--- src/rtl/uop_issue_scoreboard.sv ---
// rtl/uop_issue_scoreboard.sv - single-entry micro-op issue stage with busy-countdown hazard scoreboard
//
// Purpose: takes one decoded micro-op per cycle into a single issue register and
// releases it to execute over out_valid/out_ready. RAW/WAW hazards on the GPRs and
// EFLAGS are blocked with per-resource 3-bit busy countdowns armed at handoff.
// There is no forwarding: a consumer waits until its producer's countdown expires.
//
// Optional feature macro: ISSUE_STALL_STATS_EN adds stall_cycles / hazard_cycles.
//
// Ports:
//   clk, rst            clock, asynchronous active-high reset
//   flush               drop the op held in the issue register
//   in_valid/in_ready   upstream handshake (in_ready is combinational)
//   in_opcode, in_rd/rs/rt, in_*_gpr, in_*_eflags, in_is_load   incoming op
//   out_valid/out_ready downstream handshake
//   out_opcode, out_rd/rs/rt, out_is_load                        held op
//   stall_cycles        (optional) cycles with in_valid blocked, flush excluded
//   hazard_cycles       (optional) those blocked cycles caused by a hazard
module uop_issue_scoreboard #(
  parameter int NREG     = 16,
  parameter int RIDX_W   = 4,
  parameter int OPCODE_W = 8,
  parameter int ALU_LAT  = 1,
  parameter int LOAD_LAT = 3,
  parameter logic [OPCODE_W-1:0] MICRO_NOP = '0
) (
  input  logic                clk,
  input  logic                rst,
  input  logic                flush,
  input  logic                in_valid,
  output logic                in_ready,
  input  logic [OPCODE_W-1:0] in_opcode,
  input  logic [RIDX_W-1:0]   in_rd,
  input  logic [RIDX_W-1:0]   in_rs,
  input  logic [RIDX_W-1:0]   in_rt,
  input  logic                in_d_to_gpr,
  input  logic                in_d_from_gpr,
  input  logic                in_s_from_gpr,
  input  logic                in_t_from_gpr,
  input  logic                in_to_eflags,
  input  logic                in_from_eflags,
  input  logic                in_is_load,
  output logic                out_valid,
  input  logic                out_ready,
  output logic [OPCODE_W-1:0] out_opcode,
  output logic [RIDX_W-1:0]   out_rd,
  output logic [RIDX_W-1:0]   out_rs,
  output logic [RIDX_W-1:0]   out_rt,
  output logic                out_is_load
`ifdef ISSUE_STALL_STATS_EN
  ,
  output logic [31:0]         stall_cycles,
  output logic [31:0]         hazard_cycles
`endif
);

  localparam logic [2:0] ALU_CNT  = 3'(ALU_LAT);
  localparam logic [2:0] LOAD_CNT = 3'(LOAD_LAT);

  logic [2:0]          cnt_q [NREG];
  logic [2:0]          cnt_d [NREG];
  logic [2:0]          cnt_ef_q, cnt_ef_d;
  logic                out_valid_q, out_valid_d;
  logic [OPCODE_W-1:0] opcode_q, opcode_d;
  logic [RIDX_W-1:0]   rd_q, rd_d, rs_q, rs_d, rt_q, rt_d;
  logic                is_load_q, is_load_d;
  logic                d_to_gpr_q, d_to_gpr_d;
  logic                to_ef_q, to_ef_d;

  logic out_fire, capture, hazard;
  logic rd_busy, rs_busy, rt_busy, ef_busy;

  assign out_fire = out_valid_q & out_ready;

  // The held-op term is kept even when it fires this cycle: its countdown is not
  // armed until the edge, so this closes the one-cycle gap conservatively.
  assign rd_busy = (cnt_q[in_rd] != 3'd0) | (out_valid_q & d_to_gpr_q & (rd_q == in_rd));
  assign rs_busy = (cnt_q[in_rs] != 3'd0) | (out_valid_q & d_to_gpr_q & (rd_q == in_rs));
  assign rt_busy = (cnt_q[in_rt] != 3'd0) | (out_valid_q & d_to_gpr_q & (rd_q == in_rt));
  assign ef_busy = (cnt_ef_q != 3'd0) | (out_valid_q & to_ef_q);

  // Destinations count as sources so a younger write cannot overtake an older one.
  assign hazard = ((in_d_from_gpr | in_d_to_gpr) & rd_busy)
                | (in_s_from_gpr & rs_busy)
                | (in_t_from_gpr & rt_busy)
                | ((in_from_eflags | in_to_eflags) & ef_busy);

  assign in_ready = ~rst & ~flush & ~hazard & (~out_valid_q | out_ready);
  assign capture  = in_valid & in_ready;

  always_comb begin
    opcode_d    = opcode_q;
    rd_d        = rd_q;
    rs_d        = rs_q;
    rt_d        = rt_q;
    is_load_d   = is_load_q;
    d_to_gpr_d  = d_to_gpr_q;
    to_ef_d     = to_ef_q;
    out_valid_d = out_valid_q;

    if (capture) begin
      opcode_d   = in_opcode;
      rd_d       = in_rd;
      rs_d       = in_rs;
      rt_d       = in_rt;
      is_load_d  = in_is_load;
      d_to_gpr_d = in_d_to_gpr;
      to_ef_d    = in_to_eflags;
    end

    // capture is already suppressed by flush through in_ready
    if (flush)         out_valid_d = 1'b0;
    else if (capture)  out_valid_d = 1'b1;
    else if (out_fire) out_valid_d = 1'b0;

    // Counters ignore flush: a fire in the same cycle was accepted downstream.
    for (int i = 0; i < NREG; i++) begin
      cnt_d[i] = (cnt_q[i] != 3'd0) ? cnt_q[i] - 3'd1 : 3'd0;
      if (out_fire && d_to_gpr_q && (rd_q == RIDX_W'(i)))
        cnt_d[i] = is_load_q ? LOAD_CNT : ALU_CNT;
    end
    cnt_ef_d = (cnt_ef_q != 3'd0) ? cnt_ef_q - 3'd1 : 3'd0;
    if (out_fire && to_ef_q)
      cnt_ef_d = ALU_CNT;
  end

  always_ff @(posedge clk or posedge rst) begin
    if (rst) begin
      for (int i = 0; i < NREG; i++) cnt_q[i] <= 3'd0;
      cnt_ef_q    <= 3'd0;
      out_valid_q <= 1'b0;
      opcode_q    <= MICRO_NOP;
      rd_q        <= '0;
      rs_q        <= '0;
      rt_q        <= '0;
      is_load_q   <= 1'b0;
      d_to_gpr_q  <= 1'b0;
      to_ef_q     <= 1'b0;
    end else begin
      for (int i = 0; i < NREG; i++) cnt_q[i] <= cnt_d[i];
      cnt_ef_q    <= cnt_ef_d;
      out_valid_q <= out_valid_d;
      opcode_q    <= opcode_d;
      rd_q        <= rd_d;
      rs_q        <= rs_d;
      rt_q        <= rt_d;
      is_load_q   <= is_load_d;
      d_to_gpr_q  <= d_to_gpr_d;
      to_ef_q     <= to_ef_d;
    end
  end

  assign out_valid   = out_valid_q;
  assign out_opcode  = opcode_q;
  assign out_rd      = rd_q;
  assign out_rs      = rs_q;
  assign out_rt      = rt_q;
  assign out_is_load = is_load_q;

`ifdef ISSUE_STALL_STATS_EN
  logic [31:0] stall_q, hazard_cnt_q;
  logic        blocked;

  assign blocked = in_valid & ~in_ready & ~flush;

  always_ff @(posedge clk or posedge rst) begin
    if (rst) begin
      stall_q      <= 32'd0;
      hazard_cnt_q <= 32'd0;
    end else begin
      if (blocked)          stall_q      <= stall_q + 32'd1;
      if (blocked & hazard) hazard_cnt_q <= hazard_cnt_q + 32'd1;
    end
  end

  assign stall_cycles  = stall_q;
  assign hazard_cycles = hazard_cnt_q;
`endif

endmodule
--- config.mk ---
export PLATFORM = sky130hd
export DESIGN_NAME = uop_issue_scoreboard
export DESIGN_NICKNAME = d
export VERILOG_FILES = /design/src/rtl/uop_issue_scoreboard.sv
export SDC_FILE = /design/constraint.sdc
export NUM_CORES = 1
export LEC_CHECK = 0
export ABC_AREA = 1
export CORE_MARGIN = 1
export CORE_UTILIZATION = 40
export CTS_CLUSTER_DIAMETER = 100
export DETAILED_ROUTE_END_ITERATION = 10
export PLACE_DENSITY = 0.71
export REMOVE_ABC_BUFFERS = 1
export SYNTH_ARGS = -nofsm -noshare
export SYNTH_HDL_FRONTEND = slang
export SYNTH_SLANG_ARGS = --single-unit
--- constraint.sdc ---
create_clock -name clk -period 4.8 [get_ports clk]
set_input_delay 0.72 -clock clk [delete_from_list [all_inputs] [get_ports clk]]
set_output_delay 0.72 -clock clk [all_outputs]
set_load 0.005 [all_outputs]
==> results of run 1 <==
==> where the power goes <==
part	internal, W	leakage [nW]	switching [W]	total [W]
clock network	0.000291	0.103	0.000231	0.000522
registers	0.000712	1.02	0.0000970	0.000809
logic	0.000224	1.31	0.000235	0.000459
total	0.00123	2.43	0.000563	0.00179
==> kinds of logic (layout without fill, tap and decap cells) <==
| group | after synthesis | after routing | share of synthesized area, % |
|---|---|---|---|
| buffers and inverters | 89 | 145 | 9.64 |
| DFF | 75 | 75 | 44.1 |
| xor gates and xnor gates | 3 | 3 | 0.617 |
| AOI/OAI and AO/OA | 78 | 78 | 9.72 |
| and+or+nand+nor | 356 | 356 | 36.0 |
==> area by class of cell <==
class	instances	area [sq um]
multi-input cells	437	1970
inverters	69	262
repair buffers	60	586
clock inverters	5	77.6
flip-flops and latches	75	1880
clock buffers	11	131
well taps	136	170
fillers	1034	5250
==> worst reg2reg max path, cell delays in order (launching register included) <==
cell     delay (ps)
dfrtp_1         400
nor2_1          340
nand3_1         120
nand3_1         100
nand3_1          70
nand3_1         110
nand3_2         110
a21oi_1         180
nand3_2         430
nand2_1         200
nand2_1          70
==> stage by stage <==
step	setup slack (ps)	hold slack [ps]	util, %	cell area, sq um
after floorplan	2170	442	-	4110
after global placement	913	453	47.1	4870
after detailed placement	862	462	47.1	4870
after CTS	836	480	49.2	5070
after global routing	644	506	49.2	5070
final	817	479	49.2	5070
==> cells in the mapped netlist, types with 4 or more instances <==
| cell type | count |
|---|---|
| nor2_1 | 61 |
| o21ai_1 | 4 |
| dfrtp_1 | 75 |
| buf_2 | 8 |
| nand2_1 | 161 |
| a31oi_1 | 5 |
| a21oi_1 | 21 |
| inv_1 | 63 |
| nand3_1 | 101 |
| buf_6 | 8 |
| inv_2 | 5 |
| o21ai_0 | 35 |
| nor3_1 | 24 |
| o22ai_1 | 12 |
==> registers in the layout (all words and copies together), names as in the netlist <==
signal,flops
cnt_ef_q,3
cnt_q,48
d_to_gpr_q,1
out_is_load,1
out_opcode,8
out_rd,4
out_rs,4
out_rt,4
out_valid,1
to_ef_q,1
==> placed cells by master (no fill, tap or decap) <==
cell type,count
nand3_2,3
xnor2_1,3
inv_2,6
o21ai_1,4
bufinv_16,2
nor3_1,24
clkdlybuf4s50_1,54
clkinvlp_4,1
o22ai_1,12
nand3_1,101
inv_4,1
or2_2,1
dfrtp_1,75
clkbuf_1,2
nor2_4,1
inv_1,62
o21ai_0,35
nand2_1,161
and2_1,1
buf_4,6
nand4_1,1
nand2_2,2
clkinv_2,2
nor2_1,61
a21oi_1,21
a31oi_1,5
a21o_1,1
clkbuf_8,9
==> routing by layer <==
metal / up-vias / wire, um / GRT usage (%)
met5: - / 0 / 0
met4: 0 / 351 / 11.3
met3: 31 / 736 / 3.37
met2: 150 / 5740 / 37.1
met1: 2025 / 5290 / 30.7
li1: 2071 / - / -
==> worst max-delay path by stage <==
stage,to,slack [ps],cells after the start
after CTS,in_ready,840,12
after global routing,in_ready,640,12
after detailed placement,in_ready,860,12
after floorplan,cnt_ef_q[0]$_DFF_PP0_,2170,1
after global placement,in_ready,910,12
final,in_ready,820,12
==> metrics.cfg, run 1 <==
[run_status]
status = complete, no violations

[routing]
dr.pass1.iters = 5
post_drt_wl_per_cell_um = 15.3
vias_per_cell = 5.39
drc_errors = 0
drt_iter0_drc = 308
vias = 4277
ant_nets = 0
wirelength_um = 12100

[pwr]
fin_total_pwr_w = 0.00179
power.density_nw_per_um2 = 353
max-vdd-ir-drop_mv = 0.236
p_leak_nw = 2.43

[synthesis]
yosysUniqueCellTypes = 25
ys.flop_type = dfrtp_1
netlist_instances = 601
yosysWarnings = 0
synth-seq-area-share_pct = 44.1
synth-edff-count = 0
yosys.area.top_type = dfrtp_1
syn_area_sq_um = 4260
ys_ff_latch = 75
synth_area_leaders = dfrtp_1 (44%), nand2_1 (14%), nand3_1 (12%)
synth_top_area_share_pct = 44.1
async_flop_share_pct = 100
syn_area_per_cell_sq_um = 7.09

[min_path]
hold_start = out_rs[0]$_DFFE_PP0P_
hold_path_class = flip-flop to flip-flop
holdPathEnd = out_rs[0]$_DFFE_PP0P_
whs_path_depth = 2

[cts]
cts_hold_buf = 0
cts_tree = built
clk_pin_slew_ps = 70
clkSinkCount = 75
ctsResizeCount = 0
cts_max_level = 3
insertion_delay_ps = 350
cts_post_setup_buffers_inserted = 0
numCtsBuffers = 9
root_buffer = clkbuf_8
clk_path_buf_depth = 2

[cells_and_area]
syn2layout_area_growth_pct = 19.2
drive_gt1_share_pct = 5.18
diodes = 0
finalNonFillerCells = 793
final_net_count = 684

[global_routing]
grt_pass1_wl_um = 20100
grt_pass1_vias = 4088
grt_usage_pct = 23.2
grt_max_degree = 43
antenna_found_initial = 0
grt_overflow_total = 0

[critical_path]
path_max_fanout = 19
critPathSlowestCell = clkdlybuf4s50_1
end_kind = primary output
path_buf_inv = 3
crit_type = input port to primary output
r2r-end = out_rd[3]$_DFFE_PP0P_
cpPeakStageDelay_ps = 980
startpoint = in_rt[0]
crit_arrival_ps = 3260
r2r-start = cnt_q[10]$_DFF_PP0_
path_delay_family = buffers and inverters
required_ps = 4080
worst_r2r_path_depth = 10
cpMostUsedCell = nand2_1
r2r_setup_slack_ps = 2560
cp_cell_sequence = clkdlybuf4s50_1 -> inv_4 -> nand2_1 -> nand2_1 -> a21oi_1 -> nand3_1 -> nand3_1 -> nand3_2 -> nand2_1 -> nand2_1 -> nor2_4 -> clkdlybuf4s50_1
startpoint_type = input port

[placed_design]
dp_cells = 777
place_congestion = 0.939
dpl.hpwl_um = 8820
port_buffers = 54

[flow_run]
max_cap_violations = 0

[timing]
finalClockSkew_ps = 8.91
layout_min_cycle_time_ps = 3980
finalHoldViolCount = 0
tightest_slew_ps = 789
fmax_mhz = 251
finalSetupTns_ps = 0
slew_headroom_pct = 47.2
post-route-period-util_pct = 83.0
rsz0062_at_grt = no
setup_viol = 0
final_max_slew_viol_count = 0

[floorplanning]
fp.coreArea_sq_um = 10300
initial_core_util_pct = 41.3
dieHeight_um = 105
num_rows = 37
io_pins = 55
die_width_um = 105
die-area_sq_um = 11100

Note: power is estimated with default switching activity, not from simulation.
==> inputs of run 2 (changes only) <==
--- a/config.mk
+++ b/config.mk
@@ -10,7 +10,7 @@
 export CORE_UTILIZATION = 40
 export CTS_CLUSTER_DIAMETER = 100
 export DETAILED_ROUTE_END_ITERATION = 10
-export PLACE_DENSITY = 0.71
+export PLACE_DENSITY = 0.73
 export REMOVE_ABC_BUFFERS = 1
 export SYNTH_ARGS = -nofsm -noshare
 export SYNTH_HDL_FRONTEND = slang
==> constraint.sdc (replaced) <==
create_clock -name clk -period 3.3 [get_ports clk]
set_input_delay 0.495 -clock clk [delete_from_list [all_inputs] [get_ports clk]]
set_output_delay 0.495 -clock clk [all_outputs]
set_load 0.005 [all_outputs]
==> run 2 against run 1 <==
Largest power group unchanged. Die area unchanged. Critical path depth down 1. Via count increased by 1.1%. Register-to-register slack lost 1500 ps. Final area rose by 1.7%.
==> metrics.cfg, run 2 (synthesis results as in run 1) <==
[timing]
slew_headroom_pct = 52.2
fmax_mhz = 317
setup_viol = 0
worst_hold_slack_ps = 481
finalSetupTns_ps = 0
finalClockSkew_ps = 22.1
setup_ws_ps = 147
tightest_slew_ps = 717
final_max_slew_viol_count = 0
rsz0062_at_grt = no
post-route-period-util_pct = 95.5
layout_min_cycle_time_ps = 3150
finalHoldViolCount = 0

[placed_design]
dpl.hpwl_um = 9020
port_buffers = 54
pre_cts_slack_ps = 193
place_congestion = 0.899

[floorplanning]
fp.coreArea_sq_um = 10300
initial_core_util_pct = 41.3
io_pins = 55
num_rows = 37
dieHeight_um = 105
die_width_um = 105
die-area_sq_um = 11100

[min_path]
hold_path_class = flip-flop to flip-flop

[critical_path]
crit_arrival_ps = 2660
path_max_fanout = 9
startpoint_type = input port
crit_type = input port to primary output
r2r_setup_slack_ps = 1050
end_kind = primary output
required_ps = 2800

[cts]
clkSinkCount = 75
numCtsBuffers = 9
ctsResizeCount = 0
clk_path_buf_depth = 2
cts_post_setup_buffers_inserted = 0
cts_hold_buf = 0
clk_pin_slew_ps = 70
cts_max_level = 3
cts_tree = built
root_buffer = clkbuf_8
insertion_delay_ps = 360

[routing]
wirelength_um = 12400
drc_errors = 0
dr.pass1.iters = 6
post_drt_wl_per_cell_um = 15.5
vias_per_cell = 5.40
vias = 4325
ant_nets = 0
drt_iter0_drc = 372

[global_routing]
grt_overflow_total = 0
grt_pass1_wl_um = 20700
grt_pass1_vias = 4288
grt_max_degree = 43
antenna_found_initial = 0
grt_usage_pct = 23.8

[run_status]
status = complete, no violations

[flow_run]
max_cap_violations = 0

[cells_and_area]
largest_reg_flops = 48
drive_gt1_share_pct = 6.62
final_common_cell = nand2_1
syn2layout_area_growth_pct = 21.2
mostFrequentLayoutCells = nand2_1 (161), nand3_1 (101), dfrtp_1 (75), inv_1 (62), nor2_1 (61)
largest_register = cnt_q
final_net_count = 692
diodes = 0

[pwr]
p_leak_nw = 2.49
power.density_nw_per_um2 = 518
max-vdd-ir-drop_mv = 0.264

run 2: layout make-up:
type	instances	area [sq um]
well taps	136	170
clock buffers	10	138
repair buffers	68	658
flip-flops and latches	75	1880
inverters	69	262
multi-input cells	437	1970
fillers	1004	5160
clock inverters	6	86.3
run 2: per-layer routing:
metal	share of wire (%)	global-route usage (%)
met5	0	0
met4	3.0	12.0
met3	5.6	3.18
met2	47	38.2
met1	44	31.6
run 2: final timing paths:
path	from	to	cells after the start
max in group asynchronous	rst	cnt_q[9]$_DFF_PP0_	3
min	out_rt[1]$_DFFE_PP0P_	out_rt[1]$_DFFE_PP0P_	2
max reg2reg	cnt_q[10]$_DFF_PP0_	out_rt[3]$_DFFE_PP0P_	10
max	in_rt[1]	in_ready	11
min in group asynchronous	rst	d_to_gpr_q$_DFFE_PP0P_	2
min reg2reg	out_rt[1]$_DFFE_PP0P_	out_rt[1]$_DFFE_PP0P_	2
run 2: worst max-delay path, cell delays in order:
cell	delay [ps]
clkdlybuf4s50_1	570
inv_2	260
nand3_1	100
a21oi_1	150
nand2_1	100
nand3_2	100
nand3_2	100
nand2_1	70
nand2_1	70
nor2_4	110
clkdlybuf4s50_1	510
run 2: report_power, final:
group	switching (W)	leakage, nW	internal [W]
registers	0.000124	1.02	0.00104
logic	0.000367	1.36	0.000339
clock network	0.000363	0.113	0.000447
total	0.000854	2.49	0.00182
run 2: metrics by stage:
stage          cell area (sq um)  cells  power, W  utilization [%]
2_1_floorplan               4110    581   0.00144                -
3_3_place_gp                4940    785   0.00187             47.8
3_5_place_dp                4940    785   0.00187             47.8
4_1_cts                     5160    801   0.00268             50.0
5_1_grt                     5160    801   0.00281             50.0
6_report                    5160    801   0.00267             50.0
==> inputs of run 3 (changes only) <==
--- a/config.mk
+++ b/config.mk
@@ -10,6 +10,7 @@
 export CORE_UTILIZATION = 40
 export CTS_CLUSTER_DIAMETER = 100
 export DETAILED_ROUTE_END_ITERATION = 10
+export HOLD_SLACK_MARGIN = 0.03
 export PLACE_DENSITY = 0.73
 export REMOVE_ABC_BUFFERS = 1
 export SYNTH_ARGS = -nofsm -noshare
==> results of run 3 <==
The final DEF is identical to that of run 2; final timing and power are the same.
